File: src/rtl/loopback_pkg.sv
// Shared constants, FSM state type and byte helpers for the UART loopback path.
package loopback_pkg;

  localparam logic [1:0] MODE_ECHO  = 2'd0;
  localparam logic [1:0] MODE_INV   = 2'd1;
  localparam logic [1:0] MODE_CRLF  = 2'd2;
  localparam logic [1:0] MODE_UPPER = 2'd3;

  localparam logic [7:0] ASCII_CR = 8'h0D;
  localparam logic [7:0] ASCII_LF = 8'h0A;

  typedef enum logic [1:0] {
    IDLE,
    ISSUE,
    WAIT_ACK,
    WAIT_DONE
  } state_t;

  function automatic logic [7:0] ascii_upper(input logic [7:0] c);
    return (c >= 8'h61 && c <= 8'h7A) ? c - 8'h20 : c;
  endfunction

endpackage

File: src/rtl/sync_fifo.sv
// Single-clock FIFO with registered occupancy flags; read data is the head entry, valid when !empty.
module sync_fifo #(
  parameter int unsigned DATA_W = 8,
  parameter int unsigned DEPTH  = 16,
  parameter int unsigned CNT_W  = $clog2(DEPTH) + 1
) (
  input  logic              clk,
  input  logic              rst_n,
  input  logic              push,
  input  logic [DATA_W-1:0] wr_data,
  input  logic              pop,
  output logic [DATA_W-1:0] rd_data,
  output logic [CNT_W-1:0]  count,
  output logic              full,
  output logic              empty
);

  localparam int unsigned AW = $clog2(DEPTH);

  logic [DATA_W-1:0] mem [DEPTH];
  logic [AW-1:0]     wr_ptr;
  logic [AW-1:0]     rd_ptr;
  logic              wr_en;
  logic              rd_en;
  logic [CNT_W-1:0]  count_nxt;

  // A push while full is only legal when the head leaves on the same edge.
  assign wr_en   = push && (!full || rd_en);
  assign rd_en   = pop && !empty;
  assign rd_data = mem[rd_ptr];

  always_comb begin
    count_nxt = count;
    case ({wr_en, rd_en})
      2'b10:   count_nxt = count + 1'b1;
      2'b01:   count_nxt = count - 1'b1;
      default: count_nxt = count;
    endcase
  end

  always_ff @(posedge clk) begin
    if (wr_en) mem[wr_ptr] <= wr_data;
  end

  always_ff @(posedge clk or negedge rst_n) begin
    if (!rst_n) begin
      wr_ptr <= '0;
      rd_ptr <= '0;
      count  <= '0;
      full   <= 1'b0;
      empty  <= 1'b1;
    end else begin
      if (wr_en) wr_ptr <= wr_ptr + 1'b1;
      if (rd_en) rd_ptr <= rd_ptr + 1'b1;
      count <= count_nxt;
      full  <= (count_nxt == CNT_W'(DEPTH));
      empty <= (count_nxt == '0);
    end
  end

endmodule

File: src/rtl/loopback_fifo.sv
// Buffered UART echo: RX bytes are queued, optionally transformed at pop, and handed to TX
// under a strobe/busy handshake, with sticky overflow reporting.
module loopback_fifo
  import loopback_pkg::*;
#(
  parameter int unsigned DATA_W = 8,
  parameter int unsigned DEPTH  = 16,
  parameter int unsigned CNT_W  = $clog2(DEPTH) + 1
) (
  input  logic              i_clk,
  input  logic              i_rst_n,
  input  logic              i_rx_byte_rdy,
  input  logic [DATA_W-1:0] i_rx_byte,
  input  logic [1:0]        i_mode,
  input  logic              i_tx_busy,
  input  logic              i_clr_ovf,
  output logic              o_tx_byte_rdy,
  output logic [DATA_W-1:0] o_tx_byte,
  output logic [CNT_W-1:0]  o_count,
  output logic              o_full,
  output logic              o_empty,
  output logic              o_overflow
);

  localparam bit IS8 = (DATA_W == 8);

  state_t            state;
  logic              pend_lf;
  logic              pop;
  logic              push;
  logic              ovf_evt;
  logic [DATA_W-1:0] rd_data;
  logic [7:0]        rd8;
  logic [DATA_W-1:0] tx_next;
  logic              lf_next;

  assign pop     = (state == IDLE) && !pend_lf && !o_empty && !i_tx_busy;
  assign push    = i_rx_byte_rdy && (!o_full || pop);
  assign ovf_evt = i_rx_byte_rdy && o_full && !pop;

  sync_fifo #(
    .DATA_W (DATA_W),
    .DEPTH  (DEPTH),
    .CNT_W  (CNT_W)
  ) u_fifo (
    .clk     (i_clk),
    .rst_n   (i_rst_n),
    .push    (push),
    .wr_data (i_rx_byte),
    .pop     (pop),
    .rd_data (rd_data),
    .count   (o_count),
    .full    (o_full),
    .empty   (o_empty)
  );

  // Text modes only make sense on 8-bit characters; other widths fall back to plain echo.
  always_comb begin
    rd8     = 8'(rd_data);
    tx_next = rd_data;
    lf_next = 1'b0;
    case (i_mode)
      MODE_INV:   tx_next = ~rd_data;
      MODE_CRLF:  lf_next = IS8 && (rd8 == ASCII_CR);
      MODE_UPPER: if (IS8) tx_next = DATA_W'(ascii_upper(rd8));
      default:    tx_next = rd_data;
    endcase
  end

  always_ff @(posedge i_clk or negedge i_rst_n) begin
    if (!i_rst_n) begin
      state         <= IDLE;
      pend_lf       <= 1'b0;
      o_tx_byte_rdy <= 1'b0;
      o_tx_byte     <= '0;
    end else begin
      case (state)
        IDLE: begin
          if (pend_lf) begin
            o_tx_byte     <= DATA_W'(ASCII_LF);
            pend_lf       <= 1'b0;
            o_tx_byte_rdy <= 1'b1;
            state         <= ISSUE;
          end else if (pop) begin
            o_tx_byte     <= tx_next;
            pend_lf       <= lf_next;
            o_tx_byte_rdy <= 1'b1;
            state         <= ISSUE;
          end
        end
        ISSUE: begin
          o_tx_byte_rdy <= 1'b0;
          state         <= WAIT_ACK;
        end
        WAIT_ACK:  if (i_tx_busy)  state <= WAIT_DONE;
        WAIT_DONE: if (!i_tx_busy) state <= IDLE;
        default:   state <= IDLE;
      endcase
    end
  end

  always_ff @(posedge i_clk or negedge i_rst_n) begin
    if (!i_rst_n)       o_overflow <= 1'b0;
    else if (ovf_evt)   o_overflow <= 1'b1;
    else if (i_clr_ovf) o_overflow <= 1'b0;
  end

endmodule

File: config.mk
export PLATFORM = sky130hd
export DESIGN_NAME = loopback_fifo
export DESIGN_NICKNAME = d
export VERILOG_FILES = /design/src/rtl/loopback_pkg.sv /design/src/rtl/sync_fifo.sv /design/src/rtl/loopback_fifo.sv
export SDC_FILE = /design/constraint.sdc
export NUM_CORES = 1
export LEC_CHECK = 0
export BUFFER_PORTS_ARGS = -buffer_cell sky130_fd_sc_hd__buf_2
export CAP_MARGIN = 10
export CORE_ASPECT_RATIO = 1.4
export CORE_MARGIN = 4
export CORE_UTILIZATION = 41
export CTS_CLUSTER_DIAMETER = 120
export DETAILED_ROUTE_END_ITERATION = 7
export PLACE_DENSITY = 0.68
export SYNTH_ARGS = -nofsm -noshare
export SYNTH_HDL_FRONTEND = slang
export SYNTH_HIERARCHICAL = 1
export SYNTH_SLANG_ARGS = --single-unit
File: constraint.sdc
create_clock -name i_clk -period 4.65 [get_ports i_clk]
set_clock_uncertainty 0.15 [all_clocks]
set_input_delay 0.93 -clock i_clk [delete_from_list [all_inputs] [get_ports i_clk]]
set_output_delay 0.93 -clock i_clk [all_outputs]
set_load 0.05 [all_outputs]
==> metrics.yaml, run 1 <==
die_h_um: 158
max_cap_violations: 0
cts_resized: 0
preCtsSetupSlack_ns: 0.424
cts_buffers: 17
yosys_register_bits: 156
worst_pin_slew_ns: 1.12
critical_path_class: "reg2reg"
num_rows: 54
peakVddDrop_v: 0.000340
min_period_ns: 3.90
layout.nets: 448
start_util_pct: 42.1
antennaDiodeCount: 0
synthCells: 371
grt_pass1_vias: 3570
area_growth_pct: 14.9
ys_async_sr_fraction_pct: 17.9
syn_area_um2: 6600
min_path_type: "reg2reg"
synth_area_leader_cell: "edfxtp_1"
finalHoldViolations: 0
fillCellCount: 1300
finalWorstSetupSlack_ns: 0.754
io_buffers: 31
arrival_ns: 4.09
synthTopCellsByArea: "edfxtp_1, mux4_2, dfrtp_1"
place_congestion: 0.736
ys_warn_count: 6
finalSetupTns_ns: 0
wirelength_mm: 12.1
fmax_ghz: 0.257
wl_per_cell_um: 19.3
p_leak_uw: 0.00266
yosysUniqueCellTypes: 48
p_per_area_nw_per_um2: 653
synth-seq-area-share_pct: 68.9
yosysTopAreaCellShare_pct: 58.2
synth_edf_count: 128
dpl.hpwl_mm: 8.30
root_buffer: "clkbuf_16"
cts.sinks: 156
drive_gt1_share_pct: 29.0
drc_errors: 0
core_area_um2: 15700
status: "complete, no violations"
antenna_found_initial: 0
rsz0062_at_grt: "false"
min_period_over_period_pct: 83.8
grt_max_degree: 36
io_pins: 32
cp.required_ns: 4.84
grt_first_pass_wirelength_mm: 19.5
grt.total_usage_pct: 14.4
ant_nets: 0
cts_tree: "yes"
yosys_most_used_dff: "edfxtp_1"
dieArea_um2: 18200
hold_buffers: 0
fp.dieW_um: 115
insertion_delay_ns: 0.41
detail_route.vias_per_cell: 5.45
grt_overflow: 0
first_pass_iters: 6
vias: 3416
post-cts-setup-buffers: 0
end_kind: "flop"
drt_iter0_drc: 334
clock_path_buffers: 2
h-tree-depth: 4
synth.avg_cell_area_um2: 17.8
crit_fanout: 13
synth_nets: 401
finalSetupViolCount: 0
maxSlewViolCount: 0
startpoint_type: "flop"
relSlewSlack_pct: 24.6
clkTransAtPathRegs_ns: 0.06
==> synthesized netlist by cell type, drive strengths merged, types with 4 or more instances <==
cell type,instances
a21oi,4
and2,5
buf,7
clkbuf,11
dfrtp,27
edfxtp,128
ha,15
inv,16
mux4,40
nand2,16
nand3,8
nand4,4
nor2,11
nor3,11
nor4,4
o21ai,10
xnor2,15
==> where the power goes <==
group	internal (uW)	leakage (uW)	total [uW]	switching [uW]
clock network	688	0.000258	1240	548
logic	755	0.000901	1750	997
registers	1750	0.00150	1960	208
==> flip-flops by register name, indices dropped and copies added (netlist names) <==
register	cells
state	2
u_fifo/empty	1
u_fifo/full	1
o_tx_byte	8
u_fifo/count	5
o_overflow	1
u_fifo/rd_ptr	4
u_fifo/wr_ptr	4
u_fifo/mem	128
pend_lf	1
o_tx_byte_rdy	1
==> layout by cell type (no fill, tap or decap), drive strengths merged, types with 11 or more instances in the layout <==
cell,n
edfxtp,128
buf,46
mux4,40
dfrtp,27
inv,22
clkbuf,17
nand2,16
xnor2,15
ha,15
nor2,11
nor3,11
==> cell families after synthesis <==
| kind of cell | Yosys count | share of synthesized area (%) |
|---|---|---|
| AND/OR/NAND/NOR | 77 | 6.66 |
| AO/OA/AOI/OAI | 27 | 2.75 |
| buffers and inverters | 34 | 2.18 |
| XOR/XNOR | 18 | 2.39 |
| adder cells (fa/ha/maj) | 15 | 2.84 |
| multiplexers | 44 | 14.3 |
| flip-flops | 156 | 68.9 |
==> path summary, 6_finish.rpt <==
path | slack (ns) | start | depth (start not counted) | to
min reg2reg | 0.32 | o_tx_byte[1] | 2 | o_tx_byte[1]
max reg2reg | 0.75 | state[0] | 13 | u_fifo/full
min | 0.32 | o_tx_byte[1] | 2 | o_tx_byte[1]
max in group asynchronous | 3.53 | i_rst_n | 1 | u_fifo/rd_ptr[0]
min in group asynchronous | 0.38 | i_rst_n | 1 | u_fifo/count[2]
max | 0.75 | state[0] | 13 | u_fifo/full
==> per-stage QoR <==
stage	hold WS [ns]	std cells	total power [uW]	util, %	cell area (um2)
after floorplan	0.383	371	3290	-	6600
after global placement	0.310	595	3680	44.9	7040
after detailed placement	0.318	595	3740	44.9	7040
after CTS	0.332	627	5000	48.4	7580
after global routing	0.359	627	5230	48.4	7580
final	0.324	627	4950	48.4	7580
==> worst max-delay path: stages, from the launching register on <==
cell	delay, ns
dfrtp_1	0.40
inv_1	0.13
ha_1	0.22
or4b_4	0.57
inv_1	0.13
nand2b_1	0.12
nand2_1	0.09
and2_1	0.16
inv_2	0.08
ha_1	0.32
ha_1	0.39
or4b_1	0.55
a311o_1	0.35
nor2b_1	0.13
==> per-layer routing <==
layer  routed length, um  GRT usage (%)
met1                4940           17.5
met5                   0              0
met3                 425           4.36
met4                 151           4.03
met2                6590           24.7
==> area by class of cell <==
class | count | area, um2 | area share, %
Multi-Input combinational cell | 181 | 1910 | 25.2
Clock inverter | 15 | 113 | 1.49
Sequential cell | 156 | 4550 | 60.0
Clock buffer | 17 | 425 | 5.61
Timing Repair Buffer | 46 | 280 | 3.70
Tap cell | 196 | 245 | 3.24
Inverter | 16 | 60.1 | 0.792
No activity file was read; power rests on OpenSTA's default activity.
==> run 2: changes to the inputs <==
==> constraint.sdc (replaced) <==
create_clock -name i_clk -period 4.1 [get_ports i_clk]
set_clock_uncertainty 0.15 [all_clocks]
set_input_delay 0.82 -clock i_clk [delete_from_list [all_inputs] [get_ports i_clk]]
set_output_delay 0.82 -clock i_clk [all_outputs]
set_load 0.05 [all_outputs]
==> metrics.yaml, run 2 (same netlist as run 1, synthesis figures left out) <==
dp.cells: 596  # was 595
end_kind: "flop"  # unchanged
insertion_delay_ns: 0.42  # was 0.41 ns
finalSetupTns_ns: 0  # unchanged
dpl.hpwl_mm: 8.12  # was 8.30 mm
die_h_um: 158  # unchanged
busiest_layer: "met2"  # unchanged
grt_pass1_vias: 3494  # was 3570
path_delay_family: "simple AND/OR/NAND/NOR gates"  # unchanged
hold_buffers: 0  # unchanged
detail_route.vias_per_cell: 5.44  # was 5.45
largest-register: "u_fifo/mem"  # unchanged
drt_iter0_drc: 315  # was 334
ant_nets: 0  # unchanged
path_cells: "inv_1 > ha_1 > or4b_4 > inv_1 > nand2b_1 > nand2_1 > and2_1 > inv_2 > ha_1 > xor2_1 > ha_1 > o21a_1 > o21a_1 > o32ai_1 > xor2_1 > nor2b_1"  # was inv_1 > ha_1 > or4b_4 > inv_1 > nand2b_1 > nand2_1 > and2_1 > inv_2 > ha_1 > ha_1 > or4b_1 > a311o_1 > nor2b_1
post-cts-setup-buffers: 0  # unchanged
grt_overflow: 0  # unchanged
start_util_pct: 42.1  # unchanged
antenna_found_initial: 0  # unchanged
largest_reg_flops: 128  # unchanged
cts.sinks: 156  # unchanged
p_per_area_nw_per_um2: 744  # was 653 nW/um2
cp.required_ns: 4.30  # was 4.84 ns
final_common_cell: "edfxtp_1"  # unchanged
fmax_ghz: 0.266  # was 0.257 GHz
relSlewSlack_pct: 26.7  # was 24.6%
fp.dieW_um: 115  # unchanged
clkTransAtPathRegs_ns: 0.06  # about the same
rr_startpoint: "state[0]"  # unchanged
p_leak_uw: 0.00267  # was 0.00266 uW
cts_buffers: 17  # unchanged
stdcell_count: 628  # was 627
root_buffer: "clkbuf_16"  # unchanged
layout.nets: 449  # was 448
status: "complete, no violations"  # unchanged
io_buffers: 31  # unchanged
core_area_um2: 15700  # unchanged
critical_path_class: "reg2reg"  # unchanged
startpoint_type: "flop"  # unchanged
peakVddDrop_v: 0.000527  # was 0.000340 V
cts_tree: "yes"  # unchanged
h-tree-depth: 4  # unchanged
wirelength_mm: 11.8  # was 12.1 mm
grt.total_usage_pct: 14.1  # was 14.4%
drive_gt1_share_pct: 28.7  # was 29.0%
ff2ff_path_depth: 16  # was 13
vias: 3418  # was 3416
reg.largest.list: "u_fifo/mem: 128 flops, o_tx_byte: 8 flops, u_fifo/count: 5 flops"  # unchanged
fillCellCount: 1285  # was 1300
slowest_delay_ns: 0.50  # was 0.57 ns
r2r_slack_ns: 0.34  # was 0.75 ns
maxSlewViolCount: 0  # unchanged
io_pins: 32  # unchanged
max_cap_violations: 0  # unchanged
finalSetupViolCount: 0  # unchanged
grt_max_degree: 36  # unchanged
min_period_over_period_pct: 91.8  # was 83.8%
grt_first_pass_wirelength_mm: 19.3  # was 19.5 mm
clock_path_buffers: 2  # unchanged
rsz0062_at_grt: "false"  # unchanged
min_period_ns: 3.76  # was 3.90 ns
grtUsageMet2_pct: 24.1  # was 24.7%
cp-startpoint: "state[0]"  # unchanged
place_congestion: 0.778  # was 0.736
cts_resized: 0  # unchanged
area_growth_pct: 15.3  # was 14.9%
first_pass_iters: 7  # was 6
use_met1_pct: 17.4  # was 17.5%
drc_errors: 0  # unchanged
wl_per_cell_um: 18.8  # was 19.3 um
arrival_ns: 3.96  # was 4.09 ns
min_path_type: "in2async"  # was reg2reg
critPathSlowestCell: "or4b_4"  # unchanged
layout.area.seq_um2: 4550  # unchanged
crit_fanout: 9  # was 13
antennaDiodeCount: 0  # unchanged
num_rows: 54  # unchanged
met3_usage_pct: 3.63  # was 4.36%
worst_pin_slew_ns: 1.09  # was 1.12 ns
cp_common_cell: "ha_1"  # unchanged
dieArea_um2: 18200  # unchanged
multi_input_area_um2: 1910  # unchanged
crit_buf_inv: 3  # unchanged
reg2reg_to: "u_fifo/full"  # unchanged
finalHoldViolations: 0  # unchanged
layout_common_cells: "edfxtp_1, mux4_2, buf_2"  # unchanged
[run 2: routing by layer]
| metal | vias up | share of wire, % |
|---|---|---|
| met2 | 71 | 54 |
| met4 | 0 | 1.5 |
| met3 | 14 | 3.1 |
| met5 | - | 0 |
| li1 | 1554 | - |
| met1 | 1779 | 41 |
[run 2: stage by stage]
step	utilization, %	total power, uW	cell area (um2)	setup slack, ns	hold WS (ns)
floorplan	-	3730	6600	0.0482	0.374
global placement	45.0	4180	7050	0.182	0.311
detailed placement	45.0	4250	7050	0.126	0.315
CTS	48.5	5710	7610	0.337	0.282
global route	48.5	5990	7610	0.0972	0.308
finish	48.5	5660	7610	0.338	0.266
[run 2: how the worst max path moves through the flow]
stage / endpoint / slack [ns] / cells past startpoint
3_3_place_gp: u_fifo/full / 0.18 / 12
5_1_grt: u_fifo/empty / 0.1 / 16
6_report: u_fifo/full / 0.34 / 16
3_5_place_dp: u_fifo/full / 0.13 / 12
4_1_cts: u_fifo/full / 0.34 / 16
2_1_floorplan: u_fifo/full / 0.05 / 17
[run 2: layout make-up]
| cell class | instances | area share (%) |
|---|---|---|
| timing repair buffer | 47 | 3.78 |
| clock inverter | 10 | 1.23 |
| clock buffer | 22 | 6.10 |
| tap | 196 | 3.22 |
| multi-input combinational | 181 | 25.1 |
| inverter | 16 | 0.789 |
| sequential | 156 | 59.8 |
[run 2: power by group]
part	leakage [uW]	switching [uW]	internal [uW]	total (uW)
logic	0.000905	1160	861	2020
clock network	0.000268	592	866	1460
registers	0.00150	189	1990	2180
[run 2: worst register-to-register path: cells and delay by family (launching register included)]
family                     cells  cell delay (ns)
and+or+nand+nor                5             1.03
AOI/OAI and AO/OA              3             0.54
buffers and inverters          3             0.35
adders and majority gates      3             0.77
DFF                            1             0.41
xor gates and xnor gates       2             0.46
